## config.mk

```make
export PLATFORM = sky130hd
export DESIGN_NAME = ts_precharge_ctrl
export DESIGN_NICKNAME = d
export VERILOG_FILES = /design/src/rtl/ts_precharge_ctrl.sv
export SDC_FILE = /design/constraint.sdc
export NUM_CORES = 1
export LEC_CHECK = 0
export ABC_AREA = 1
export ABC_CLOCK_PERIOD_IN_PS = 1800
export CAP_MARGIN = 10
export CORE_ASPECT_RATIO = 1.5
export CORE_MARGIN = 2
export CORE_UTILIZATION = 50
export DETAILED_ROUTE_END_ITERATION = 10
export GPL_ROUTABILITY_DRIVEN = 0
export GPL_TIMING_DRIVEN = 0
export HOLD_SLACK_MARGIN = 0.1
export PLACE_DENSITY = 0.73
export RECOVER_POWER = 100
export SYNTH_ARGS = -nofsm -noshare
export SYNTH_HDL_FRONTEND = slang
export SYNTH_SLANG_ARGS = --single-unit
```

## constraint.sdc

```tcl
create_clock -name clk -period 1.8 [get_ports clk]
set_clock_uncertainty 0.15 [all_clocks]
set_input_delay 0.54 -clock clk [delete_from_list [all_inputs] [get_ports clk]]
set_output_delay 0.54 -clock clk [all_outputs]
set_load 0.005 [all_outputs]
```

## src/rtl/ts_precharge_ctrl.sv

```systemverilog
// Tractive-system relay sequencer: AIR- close, precharge, AIR+ close, then ACTIVE.
// Optional PRECHARGE_MIN_TIME_EN enforces a minimum precharge dwell before AIR+ may close.
module ts_precharge_ctrl #(
  parameter logic [15:0] SETTLE_CYCLES        = 16'd100,
  parameter logic [6:0]  PRECHARGE_PCT        = 7'd90,
  parameter logic [11:0] ACC_MIN              = 12'd100,
  parameter logic [15:0] TIMEOUT_CYCLES       = 16'd5000,
  parameter logic [15:0] OVERLAP_CYCLES       = 16'd50,
  parameter logic [15:0] MIN_PRECHARGE_CYCLES = 16'd1000
) (
  input  logic        clk,
  input  logic        rst,
  input  logic        SDC_final,
  input  logic        ts_request,
  input  logic [11:0] acc_voltage,
  input  logic [11:0] bus_voltage,
  input  logic        fault_clear,
  output logic        air_neg,
  output logic        air_pos,
  output logic        precharge_relay,
  output logic        ts_active,
  output logic        precharge_fault
);

  typedef enum logic [2:0] {
    IDLE      = 3'd0,
    CLOSE_NEG = 3'd1,
    PRECHARGE = 3'd2,
    CLOSE_POS = 3'd3,
    ACTIVE    = 3'd4,
    FAULT     = 3'd5
  } state_t;

  // A zero cycle count behaves as one, so the terminal count never underflows.
  localparam logic [15:0] SETTLE_LAST  = (SETTLE_CYCLES  == 16'd0) ? 16'd0 : SETTLE_CYCLES  - 16'd1;
  localparam logic [15:0] OVERLAP_LAST = (OVERLAP_CYCLES == 16'd0) ? 16'd0 : OVERLAP_CYCLES - 16'd1;
  localparam logic [15:0] TIMEOUT_LAST = (TIMEOUT_CYCLES == 16'd0) ? 16'd0 : TIMEOUT_CYCLES - 16'd1;
  localparam logic [15:0] MIN_LAST     = (MIN_PRECHARGE_CYCLES == 16'd0) ? 16'd0 :
                                         MIN_PRECHARGE_CYCLES - 16'd1;

  state_t      r_state;
  state_t      w_state_next;
  logic [15:0] r_cnt;

  logic        r_air_neg;
  logic        r_air_pos;
  logic        r_precharge_relay;
  logic        r_ts_active;
  logic        r_precharge_fault;

  logic        w_air_neg;
  logic        w_air_pos;
  logic        w_precharge_relay;
  logic        w_ts_active;
  logic        w_precharge_fault;

  logic [18:0] w_bus_scaled;
  logic [18:0] w_acc_scaled;
  logic        w_cond;
  logic        w_min_ok;
  logic        w_abort;

  assign w_bus_scaled = {7'd0, bus_voltage} * 19'd100;
  assign w_acc_scaled = {7'd0, acc_voltage} * {12'd0, PRECHARGE_PCT};
  assign w_cond       = (acc_voltage >= ACC_MIN) && (w_bus_scaled >= w_acc_scaled);
  assign w_abort      = !SDC_final || !ts_request;

`ifdef PRECHARGE_MIN_TIME_EN
  assign w_min_ok = (r_cnt >= MIN_LAST);
`else
  assign w_min_ok = 1'b1 | (r_cnt >= MIN_LAST);
`endif

  // State, dwell counter and registered relay drives.
  always_ff @(posedge clk or posedge rst) begin
    if (rst) begin
      r_state           <= IDLE;
      r_cnt             <= 16'd0;
      r_air_neg         <= 1'b0;
      r_air_pos         <= 1'b0;
      r_precharge_relay <= 1'b0;
      r_ts_active       <= 1'b0;
      r_precharge_fault <= 1'b0;
    end else begin
      r_state <= w_state_next;
      if (w_state_next != r_state) begin
        r_cnt <= 16'd0;
      end else if (r_cnt != 16'hFFFF) begin
        r_cnt <= r_cnt + 16'd1;
      end
      r_air_neg         <= w_air_neg;
      r_air_pos         <= w_air_pos;
      r_precharge_relay <= w_precharge_relay;
      r_ts_active       <= w_ts_active;
      r_precharge_fault <= w_precharge_fault;
    end
  end

  always_comb begin
    w_state_next = r_state;
    unique case (r_state)
      IDLE: begin
        if (ts_request && SDC_final) w_state_next = CLOSE_NEG;
      end
      CLOSE_NEG: begin
        if (w_abort)                   w_state_next = IDLE;
        else if (r_cnt >= SETTLE_LAST) w_state_next = PRECHARGE;
      end
      PRECHARGE: begin
        // A met condition on the timeout cycle wins over the fault.
        if (w_abort)                                w_state_next = IDLE;
        else if (w_cond && w_min_ok)                w_state_next = CLOSE_POS;
        else if ((r_cnt >= TIMEOUT_LAST) && !w_cond) w_state_next = FAULT;
      end
      CLOSE_POS: begin
        if (w_abort)                    w_state_next = IDLE;
        else if (r_cnt >= OVERLAP_LAST) w_state_next = ACTIVE;
      end
      ACTIVE: begin
        if (w_abort) w_state_next = IDLE;
      end
      FAULT: begin
        if (fault_clear && !ts_request) w_state_next = IDLE;
      end
      default: w_state_next = IDLE;
    endcase
  end

  always_comb begin
    w_air_neg         = 1'b0;
    w_air_pos         = 1'b0;
    w_precharge_relay = 1'b0;
    w_ts_active       = 1'b0;
    w_precharge_fault = 1'b0;
    unique case (r_state)
      CLOSE_NEG: w_air_neg = 1'b1;
      PRECHARGE: begin
        w_air_neg         = 1'b1;
        w_precharge_relay = 1'b1;
      end
      CLOSE_POS: begin
        w_air_neg         = 1'b1;
        w_precharge_relay = 1'b1;
        w_air_pos         = 1'b1;
      end
      ACTIVE: begin
        w_air_neg   = 1'b1;
        w_air_pos   = 1'b1;
        w_ts_active = 1'b1;
      end
      FAULT:   w_precharge_fault = 1'b1;
      default: w_air_neg = 1'b0;
    endcase
  end

  assign air_neg         = r_air_neg;
  assign air_pos         = r_air_pos;
  assign precharge_relay = r_precharge_relay;
  assign ts_active       = r_ts_active;
  assign precharge_fault = r_precharge_fault;

endmodule

```

==> metrics.txt <==
status=finished with violations; failing checks=setup timing; ant diodes=0; total number of vias=between 3000 and 4000; Setup violations, final=19; Routed wire per std cell=~14 um; top cell type's share of synthesized area=0.267; die area=roughly 0.0095 mm^2; RSZ-0062 raised after global routing=yes; Sw Pwr=roughly 2600 uW; Worst VDD drop=about 0.00067 V; TritonCTS Buffers=3; HP Start=r_state[0]$_DFF_PP0_; Core Util, Final=0.690; ranking of synthesized cells by area=ha_1 (27%), dfrtp_1 (14%), fa_1 (11%); Final Cycle Share=2.67; Die Wd=80.2 um; first-pass GRT wire length=approximately 16000 um; number of antenna violations at the first check in global routing=0; clock root buffer=clkbuf_16; CORE AREA=0.00846 mm^2; Slowest cell on crit path=fa_1; arrival time worst endpoint=about 4.9 ns; Syn Inst Count=around 560; most area-hungry cell type in the Yosys netlist=ha_1; Sw Ratio=0.481; final worst slack=-3.01 ns; drt drc=0; clock-pin slew on the worst setup and hold paths=0.06 ns; Slowest Stage Delay on Critical Path=between 0.5 and 0.6 ns; largest net degree at the start of global routing=25; Final nets=roughly 770; final hold vios=0; DR iter-0 viols=between 100 and 150; register area share after synthesis=0.138; Final ANT Viol Nets=0; internal power=around 2900 uW; Die Span Y=118 um; most frequent cells in the layout=inv_1 (111), nand2_1 (62), ha_1 (62); synth unique cells=39; Req. time, crit path=1.84 ns; Hold/Removal Path Class=register to register; effective utilization at floorplan=0.515; FMAX=208 MHz; TritonCTS clock tree=done; first drt pass iteration count=4; P&R area growth vs syn=34.0%; Critical Path Source=acc_voltage[11]; Synth Cell Area=between 0.004 and 0.005 mm^2; most common cell after layout, fill and taps aside=inv_1; Yosys warnings=0; pwr dens=roughly 940 mW/mm^2; Hold Buf Count CTS=0; Post-Syn Nets=706; clock buffer depth=2; row count=41; CP endpoint kind=register; Slew headroom=0.392; vias per cell=between 5 and 6; routed wire length=around 10000 um; Port Buffers=33; worst-margin pin slew=slightly above 0.9 ns; dpl hpwl=around 7500 um; grt total ovfl=0; post-synthesis area per instance=around 7.8 um^2; CTS sink count=24; total power=~5500 uW; htree depth=1; share of total power in the clock network=0.087; power share of the combinational group=0.808; critical path class=input pin to register; fin crit period=4.81 ns; vias in the first global route=~4000; FF+latch count, synth=24; Worst R2R Start=r_cnt[0]$_DFFE_PP0P_; Max-Cap Viols=0; Max Slew Vio Count=0; FF-to-FF setup slack=-0.57 ns; layout cells sized above 1=0.292; Clk Latency, worst-skew pair=0.26 ns; placed cells=~700; CP Launch Type=input pin; sequential fraction of design power=0.105; Leak Pwr=0.00287 uW; I/O pin cnt=34; all-layer global routing usage=0.208; CP max FO=7; Finished Layout Cells=between 700 and 800
-- cell usage after synthesis --
master / n
a211oi_1: 1
o211ai_2: 1
xor2_1: 28
nand2_4: 1
xnor2_1: 5
o21ai_1: 1
o21bai_1: 1
nand3b_1: 4
nor2_2: 5
inv_1: 129
or2_1: 1
dfrtp_1: 24
o221ai_1: 1
nand3_4: 1
a21oi_1: 37
o21ai_2: 1
nand2_1: 76
nor3_1: 11
o2111ai_1: 2
nor3_2: 2
nand2_2: 6
o211ai_1: 1
a21oi_2: 1
nor3b_1: 1
nand3_2: 1
inv_2: 1
and2_1: 1
nor4_1: 1
nor2_1: 40
a21o_1: 5
nand4_1: 4
nand3_1: 21
nor2_4: 9
o21ai_0: 14
ha_1: 93
nor2b_1: 1
buf_12: 1
o31ai_1: 1
fa_1: 25
-- flip-flops by register name, indices dropped and copies added, names as in the netlist --
signal           count
air_neg              1
precharge_relay      1
r_cnt               16
air_pos              1
precharge_fault      1
ts_active            1
r_state              3
-- kinds of logic (layout without fill, tap and decap cells) --
family | after synthesis | in the layout | share of synthesized area
fa+ha+maj | 118 | 118 | 0.382
buf+inv | 131 | 192 | 0.117
flops | 24 | 24 | 0.138
xor+xnor | 33 | 33 | 0.0663
compound gates | 67 | 67 | 0.0881
simple gates | 186 | 186 | 0.209
-- metrics by stage --
step	hold WS [ns]	setup TNS (ns)	instance area (um^2)	setup WS, ns
2_1_floorplan	0.358	-49.22	4580	-2.71
5_1_grt	0.445	-59.14	5840	-3.22
4_1_cts	0.421	-55.49	5560	-3.05
3_5_place_dp	0.417	-71.53	5040	-3.86
6_report	0.429	-55.10	5840	-3.01
3_3_place_gp	0.403	-70.25	5040	-3.77
-- layer usage --
metal / track usage / part of all wire / routed length [um]
met1: 0.211 / 0.36 / 3580
met2: 0.441 / 0.61 / 6000
met3: 0.00916 / 0.0074 / 73
met4: 0.0424 / 0.020 / 197
met5: 0 / 0 / 0
-- what timing repair did --
action                                  4_1_cts  5_1_grt
hold endpoints to repair                      0        0
gates resized for setup                     128       59
pin swaps                                    58       40
gates cloned                                  1        0
buffers inserted                             16        9
endpoints found under the setup margin       19       20
-- power groups by stage --
stage	sequential [uW]	combinational, uW	clock (uW)
floorplan	581	2660	0
global placement	584	3240	0
detailed placement	585	3340	0
CTS	576	3880	475
global route	579	4970	507
finish	576	4440	478
-- cell type report --
type                    count  area (um^2)
repair buffers             58          556
multi-input cells         404         3960
plain buffers               1         20.0
inverters                 130          498
fillers                   655         2630
flip-flops and latches     24          601
well taps                 107          134
clock buffers               3         75.1
-- path summary, 6_finish.rpt --
path | to | cells after the start
worst max-delay path | r_cnt[6]$_DFFE_PP0P_ | 30
worst min-delay path | ts_active$_DFF_PP0_ | 1
worst max register to register | r_cnt[5]$_DFFE_PP0P_ | 11
worst min register to register | ts_active$_DFF_PP0_ | 1
max in group asynchronous | r_cnt[6]$_DFFE_PP0P_ | 2
min in group asynchronous | r_cnt[0]$_DFFE_PP0P_ | 2
-- worst max-delay path: cells and delay by family --
kind / cells / cell delay (ns)
AOI/OAI and AO/OA: 6 / 0.84
xor gates and xnor gates: 1 / 0.10
adders and majority gates: 5 / 1.79
buffers and inverters: 5 / 0.52
and+or+nand+nor: 13 / 1.05
(Power assumes the default switching activity.)
